$ cat config.mk
export PLATFORM = sky130hd
export DESIGN_NAME = level_sync_filt
export DESIGN_NICKNAME = d
export VERILOG_FILES = /design/src/rtl/level_sync_filt.sv
export SDC_FILE = /design/constraint.sdc
export NUM_CORES = 1
export LEC_CHECK = 0
export CAP_MARGIN = 10
export CORE_AREA = 3 3 40 42
export CTS_CLUSTER_SIZE = 24
export DETAILED_ROUTE_END_ITERATION = 8
export DIE_AREA = 0 0 43 45
export PLACE_DENSITY = 0.41
export SLEW_MARGIN = 10
export SYNTH_ARGS = -nofsm -noshare
export SYNTH_HDL_FRONTEND = slang
export SYNTH_SLANG_ARGS = --single-unit
$ cat constraint.sdc
create_clock -name clk -period 3.6 [get_ports clk]
set_input_delay 0.72 -clock clk [delete_from_list [all_inputs] [get_ports clk]]
set_output_delay 0.72 -clock clk [all_outputs]
set_load 0.005 [all_outputs]
$ cat src/rtl/level_sync_filt.sv
// Multi-bit level synchroniser with a per-bit stability filter and registered
// rise/fall strobes. Each channel is filtered independently.
module level_sync_filt #(
  parameter int   WIDTH      = 1,
  parameter int   STAGES     = 2,
  parameter logic INIT_STATE = 1'b0,
  parameter int   FILT_LEN   = 4
) (
  input  logic             clk,
  input  logic             resetn,
  input  logic [WIDTH-1:0] async,
  output logic [WIDTH-1:0] sync,
  output logic [WIDTH-1:0] rise,
  output logic [WIDTH-1:0] fall,
  output logic [WIDTH-1:0] busy
);

  localparam int CNT_W = $clog2(FILT_LEN + 1);
  localparam logic [CNT_W-1:0] CNT_MAX = CNT_W'(FILT_LEN - 1);

  if (STAGES < 2 || STAGES > 4) begin : g_bad_stages
    $error("level_sync_filt: STAGES must be 2..4");
  end
  if (FILT_LEN < 1 || FILT_LEN > 65535) begin : g_bad_filt
    $error("level_sync_filt: FILT_LEN must be 1..65535");
  end

  (* ASYNC_REG = "TRUE", SHIFT_EXTRACT = "NO" *)
  logic [WIDTH-1:0] stage_q [STAGES];

  logic [WIDTH-1:0] s;
  logic [CNT_W-1:0] cnt_q [WIDTH];
  logic [CNT_W-1:0] cnt_d [WIDTH];
  logic [WIDTH-1:0] sync_q, sync_d;
  logic [WIDTH-1:0] rise_q, rise_d;
  logic [WIDTH-1:0] fall_q, fall_d;

  always_ff @(posedge clk or negedge resetn) begin
    if (!resetn) begin
      for (int k = 0; k < STAGES; k++) begin
        stage_q[k] <= {WIDTH{INIT_STATE}};
      end
    end else begin
      stage_q[0] <= async;
      for (int k = 1; k < STAGES; k++) begin
        stage_q[k] <= stage_q[k-1];
      end
    end
  end

  assign s = stage_q[STAGES-1];

  // A channel only moves once the synchronised level has differed for FILT_LEN edges.
  always_comb begin
    sync_d = sync_q;
    rise_d = '0;
    fall_d = '0;
    for (int i = 0; i < WIDTH; i++) begin
      cnt_d[i] = '0;
      if (s[i] == sync_q[i]) begin
        cnt_d[i] = '0;
      end else if (cnt_q[i] == CNT_MAX) begin
        sync_d[i] = s[i];
        rise_d[i] = s[i];
        fall_d[i] = ~s[i];
        cnt_d[i]  = '0;
      end else begin
        cnt_d[i] = cnt_q[i] + CNT_W'(1);
      end
    end
  end

  always_ff @(posedge clk or negedge resetn) begin
    if (!resetn) begin
      sync_q <= {WIDTH{INIT_STATE}};
      rise_q <= '0;
      fall_q <= '0;
      for (int i = 0; i < WIDTH; i++) begin
        cnt_q[i] <= '0;
      end
    end else begin
      sync_q <= sync_d;
      rise_q <= rise_d;
      fall_q <= fall_d;
      for (int i = 0; i < WIDTH; i++) begin
        cnt_q[i] <= cnt_d[i];
      end
    end
  end

  assign sync = sync_q;
  assign rise = rise_q;
  assign fall = fall_q;
  assign busy = s ^ sync_q;

endmodule
---- Word level (Yosys, flattened, before mapping) ----
Cells that the tools add are included.
word-level totals
  input port bits ......................... 3
  output and inout port bits .............. 4
  flip-flop bits (word level) ............. 8
  word-level logic and storage cells ...... 19
operators by class
  equality and inequality tests ........... 2
  mux-type cells .......................... 6
  add/subtract/negate cells ............... 1
  reduce and logical (&&, ||, !) cells .... 1
  bitwise gates (word level) .............. 3
operator list
  operator             count
  $mux 3               2
  $mux 1               4
  $add 3x1->3 const B  1
  $eq 3x2->1 const B   1
  $not 1->1            2
  $reduce_and 2->1     1
  $eq 1x1->1           1
  $xor 1x1->1          1

---- Depth between registers and ports, before layout ----
Gate-level depths: netlist of the first run.
  word-level depth ........................ 3
  depth in mapped cells ................... 3
  gate-level depth less buffers ........... 3

---- Worst setup path after synthesis of the first run ----
OpenSTA, ideal clock, no wires.
  path kind ............................... register to output
  start point ............................. register sync_q, in the netlist sync
  end point ............................... output busy
  setup slack ............................. 2,161 ps
  stages on the path, launching flop included .. 3
  required time ........................... 2,880 ps
  arrival time ............................ 719 ps
  path buffers ............................ 0
  cell sequence ........................... dfrtp_1 -> xnor2_2 -> inv_2
on the way
  cells in the longest elaborated chain, start to end .. 1
ends and longest elaborated chain
  item                    RTL line  text
  from (decl)             34        logic [WIDTH-1:0] sync_q, sync_d;
  from (signal assigned)  75        sync_q <= {WIDTH{INIT_STATE}};
  from (signal assigned)  82        sync_q <= sync_d;
  $xor 1x1->1             94        assign busy = s ^ sync_q;
  to (decl)               15        output logic [WIDTH-1:0] busy
Every way passes these cells.

---- Final worst setup path of the first run ----
Same ends and word-level chain as after synthesis.

==> key figures, run 1 <==
Global route
  • GRT Residual Overflow: 0
  • Total GRT Usage: 0.0555
  • Global-route wire length before repair: between 600 and 700 um
  • Initial antenna violation count: 0
  • Number of global-route vias before repair: between 150 and 200
  • Largest net degree at the start of global routing: 9

Finish
  • Nets: 33
  • Area growth from synthesis to layout: 33.1%
  • Utilization after layout: 0.317
  • Inserted Diodes: 0
  • Share of layout cells above drive strength 1: 0.370

Clocking
  • CTS clock-pin slew for the worst setup and hold paths: 50 ps
  • Skew-Pair Late Insertion Delay: 250 ps
  • Clock Tree Root: clkbuf_4
  • CTS tree: done
  • CTS resizes: 0
  • Hold buffer count at CTS: 0
  • CTS H-tree lvls: 1
  • Clock buffer depth: 2
  • Clock sinks: 8
  • Setup Fix Bufs, Post-CTS: 0
  • Num CTS Buffers: 3

Route
  • Drt pass-1 iters: 1
  • Wirelength, routed: 392 um
  • DRC: 0
  • Detailed Route Iter0 Violations: 0
  • Final ANT Viol Nets: 0
  • WL per Instance: 9.33 um
  • DR vias/cell: 3.79
  • Total number of vias: roughly 160

Power and ir drop
  • Seq pwr share: 0.458
  • Sw Ratio: 0.264
  • P_int: 0.196 mW
  • Psw: ~0.070 mW
  • Maximum VDD drop: about 0.26 mV
  • Power Density: 653 nW/um^2
  • Clock power share: 0.243
  • Logic pwr share: 0.299
  • Power, Total: roughly 0.27 mW
  • Lkg Pwr: 0.191 nW

Placed design
  • DP HPWL: 301 um
  • Pre-CTS WS: 1690 ps
  • IO Port Bufs: 6
  • GPL Wtd Cong: 0.643

Floorplanning
  • Initial core utilization: 0.239
  • Total core area: 1280 sq um
  • Row cnt: 13
  • I/O pins: 7
  • Die H: 45 um
  • Die Width: 43 um
  • Die area: 1940 sq um

Setup path
  • Critical path launch point type: flop
  • Max FO, Critical Path: 5
  • Crit path arrival time: 1450 ps
  • Crit Path Category: reg -> out
  • CP endpoint kind: output pin
  • CP required: 2880 ps

Timing
  • Slew Viols, Final: 0
  • Achievable clock frequency: about 460 MHz
  • Final period util: 0.602
  • Final hold vios: 0
  • Worst Skew: about 0.15 ps
  • Fin worst setup slack: 1430 ps
  • RSZ-0062 raised after global routing: no
  • Worst slew pin tran: 343 ps
  • Setup Viol. Count Final: 0
  • Setup_tns: 0 ps
  • Hold_ws: 344 ps
  • Min Tclk post-route: 2170 ps
  • Slew HR: 0.771

Synth
  • Post-Synthesis Cells: 18
  • Post-synth top flop: dfrtp_1
  • Synth area leader: dfrtp_1
  • Mean area per synthesized cell: 17.0 sq um
  • Post-synthesis sequential area ratio: 0.653
  • Area contributors post-synth: dfrtp_1 65%, and3b_2 6.5%, xnor2_2 5.3%, nor2b_4 4.5%, ha_1 4.1%
  • Post-synth EDFFs: 0
  • Most frequent cells after synthesis: 8 x dfrtp_1, 2 x and3b_2
  • Syn Std Cell Area: between 300 and 400 sq um
  • Yosys warnings: 0
  • Async set-or-reset flop fraction in the synthesized netlist: 1.00
  • Yosys cell types: 10
  • Synth Net Count: 22
  • Synth top area share: 0.653
  • Most frequent cell after synthesis: dfrtp_1
  • Register bit total from synthesis: 8

Job
  • Max_cap viols: 0

Run status
  • Run status: complete, no violations

Min path
  • Worst min-delay path category: reg -> reg
-- sequential cells by signal, indices dropped and copies added (netlist names) --
register  count
sync          1
fall          1
rise          1
cnt_q         3
stage_q       1
s             1
-- metal layers --
metal	routed length (um)	GRT usage	vias to the layer above	part of all wire
met4	8	0.0542	0	0.020
met1	152	0.0471	71	0.39
met2	180	0.0689	9	0.46
li1	-	-	77	-
met3	50	0.0598	2	0.13
met5	0	0	-	0
-- critical path: stages (launching register included) --
cell and delay [ps]:
dfrtp_1 420, xnor2_2 280, inv_2 60, clkdlybuf4s50_1 440
-- placed cells by master, fill, tap and decap left out, drive strengths merged --
master and instances:
and3b 2, xnor2 1, and2 1, inv 1, mux2 1, dfrtp 8, clkbuf 3, nor3b 1
nor2b 1, nor3 1, ha 1, clkdlybuf4s50 6
-- area by class of cell --
cell class	instances	area, sq um
fillers	133	877
inverters	1	3.75
repair buffers	6	60.1
flip-flops and latches	8	200
multi-input cells	9	103
clock buffers	3	22.5
well taps	15	18.8
-- power by group through the flow --
stage | clock network, mW | registers [mW] | logic, mW
after detailed placement | 0 | 0.123 | 0.0813
final | 0.0648 | 0.122 | 0.0795
after global placement | 0 | 0.122 | 0.0814
after floorplan | 0 | 0.122 | 0.0442
after CTS | 0.0697 | 0.122 | 0.0824
after global routing | 0.0746 | 0.124 | 0.0862
-- per-stage QoR --
step,cell area (sq um),instances
finish,408,42
global route,408,42
CTS,408,42
detailed placement,385,39
global placement,385,39
floorplan,307,18
-- cell families after synthesis --
| family | after synthesis | share of synthesized area |
|---|---|---|
| buf+inv | 1 | 0.0122 |
| xor+xnor | 1 | 0.0531 |
| mux | 1 | 0.0367 |
| flops | 8 | 0.653 |
| simple gates | 6 | 0.204 |
| fa+ha+maj | 1 | 0.0408 |
-- final timing paths --
path,startpoint,end,slack [ps],cells past startpoint
max,sync,busy,1430,3
min,stage_q[1],s,340,0
max reg2reg,cnt_q[0],sync,2420,3
min reg2reg,stage_q[1],s,340,0
max in group asynchronous,resetn,cnt_q[0],2610,1
min in group asynchronous,resetn,fall,740,1
Note: power is estimated with default switching activity, not from simulation.
==> inputs of run 2 (changes only) <==
Clock period 3.6 ns to 2.15 ns, I/O delays scaled along.
==> run 2 against run 1 <==
Against the previous run:
- hold slack improved by 0.94 ps
- setup slack worse by 1200 ps
- via count grew 5.0%
- global-route usage up 0.93 points
- final area unchanged
- utilization unchanged
- wire length is 9.7% higher
==> key figures, run 2 (synthesis gave the netlist of run 1 again) <==
Setup path
  • Worst R2R Start: cnt_q[0]
  • Setup crit start: sync
  • Crit path arrival time: 1450 ps
  • CP endpoint kind: output pin
  • Critical path launch point type: flop
  • End point of the critical path: busy
  • CP required: 1720 ps
  • Max FO, Critical Path: 5
  • Reg2Reg Setup Slack: 960 ps
  • Crit Path Category: reg -> out
  • RR Endpoint: sync
  • R2R cell count: 3

Clocking
  • CTS H-tree lvls: 1
  • Skew-Pair Late Insertion Delay: 250 ps
  • Hold buffer count at CTS: 0
  • Num CTS Buffers: 3
  • Clock buffer depth: 2
  • CTS clock-pin slew for the worst setup and hold paths: 50 ps
  • Clock sinks: 8
  • CTS tree: done
  • CTS resizes: 0
  • Setup Fix Bufs, Post-CTS: 0
  • Clock Tree Root: clkbuf_4

Global route
  • Number of global-route vias before repair: 194
  • Initial antenna violation count: 0
  • Largest net degree at the start of global routing: 9
  • Global-route wire length before repair: approximately 830 um
  • GRT Residual Overflow: 0
  • Total GRT Usage: 0.0648

Timing
  • Final hold vios: 0
  • RSZ-0062 raised after global routing: no
  • Slew Viols, Final: 0
  • Slew HR: 0.764
  • Worst slew pin tran: 353 ps
  • Fin worst setup slack: 268 ps
  • Setup Viol. Count Final: 0
  • Min Tclk post-route: 1880 ps
  • Achievable clock frequency: 531 MHz
  • Worst Skew: 0.912 ps
  • Setup_tns: 0 ps
  • Final period util: 0.876

Power and ir drop
  • Psw: between 0.1 and 0.15 mW
  • Sw Ratio: 0.270
  • Logic pwr share: 0.299
  • P_int: 0.328 mW
  • Clock power share: 0.248
  • Lkg Pwr: 0.191 nW
  • Maximum VDD drop: around 0.48 mV
  • Power Density: around 1100 nW/um^2
  • Seq pwr share: 0.453

Finish
  • Inserted Diodes: 0
  • Reg with most FFs: cnt_q
  • Commonest non-fill, non-tap cells in the layout: 8 x dfrtp_1, 6 x clkdlybuf4s50_1, 3 x clkbuf_4
  • Nets: 33
  • Number of fill cells: 129
  • Commonest non-fill, non-tap cell in the layout: dfrtp_1
  • Share of layout cells above drive strength 1: 0.370
  • Utilization after layout: 0.317
  • Max reg flops: 3
  • Area growth from synthesis to layout: 33.1%

Route
  • Detailed Route Iter0 Violations: 0
  • Drt pass-1 iters: 1
  • DR vias/cell: 3.98
  • Final ANT Viol Nets: 0
  • WL per Instance: 10.2 um
  • Wirelength, routed: roughly 430 um
  • Total number of vias: 167
  • DRC: 0

Placed design
  • GPL Wtd Cong: roughly 0.6
  • IO Port Bufs: 6
  • Pre-CTS WS: 524 ps

Min path
  • Worst min-delay path category: reg -> reg

Floorplanning
  • Total core area: 1280 sq um
  • Die Width: between 40 and 50 um
  • Row cnt: 13
  • Initial core utilization: 0.239
  • Die H: 45 um
  • Die area: 1940 sq um
  • I/O pins: 7

Job
  • Max_cap viols: 0

Run status
  • Run status: complete, no violations
-- run 2: cell counts in the layout (fill, tap and decap cells not counted) --
No cell type changed its count.
-- run 2: critical path, cell delays in order (launching register included) --
cell             delay, ps
dfrtp_1                430
xnor2_2                270
inv_2                   60
clkdlybuf4s50_1        440
-- run 2: metrics by stage --
step           instances  area, sq um  hold WS, ps  power [mW]
2_1_floorplan         18          307          134       0.279
3_3_place_gp          39          385          341       0.342
3_5_place_dp          39          385          336       0.345
4_1_cts               42          408          349       0.463
5_1_grt               42          408          380       0.486
6_report              42          408          345       0.450
-- run 2: worst min-delay path by stage --
stage	start	to	slack [ps]	cells after the start
after floorplan	resetn	cnt_q[0]	130	0
after global placement	stage_q[1]	s	340	0
after detailed placement	stage_q[1]	s	340	0
after CTS	stage_q[1]	s	350	0
after global routing	stage_q[1]	s	380	0
final	stage_q[1]	s	350	0
-- run 2: cell type report --
type | instances | area, sq um | share of cell area
Sequential cell | 8 | 200 | 0.491
Multi-Input combinational cell | 9 | 103 | 0.252
Timing Repair Buffer | 6 | 60.1 | 0.147
Clock buffer | 3 | 22.5 | 0.0552
Tap cell | 15 | 18.8 | 0.0460
Inverter | 1 | 3.75 | 0.00920
-- run 2: power by group through the flow --
stage	registers (mW)	clock network, mW	logic, mW
6_report	0.203	0.112	0.134
5_1_grt	0.209	0.128	0.149
4_1_cts	0.204	0.120	0.138
3_5_place_dp	0.207	0	0.138
3_3_place_gp	0.205	0	0.137
2_1_floorplan	0.205	0	0.0740
-- run 2: metal layers --
metal	up-vias	share of wire	wire, um	GRT usage
li1	78	-	-	-
met3	2	0.13	54	0.0637
met5	-	0	0	0
met1	80	0.42	179	0.0620
met4	0	0.021	9	0.0361
met2	7	0.43	187	0.0898
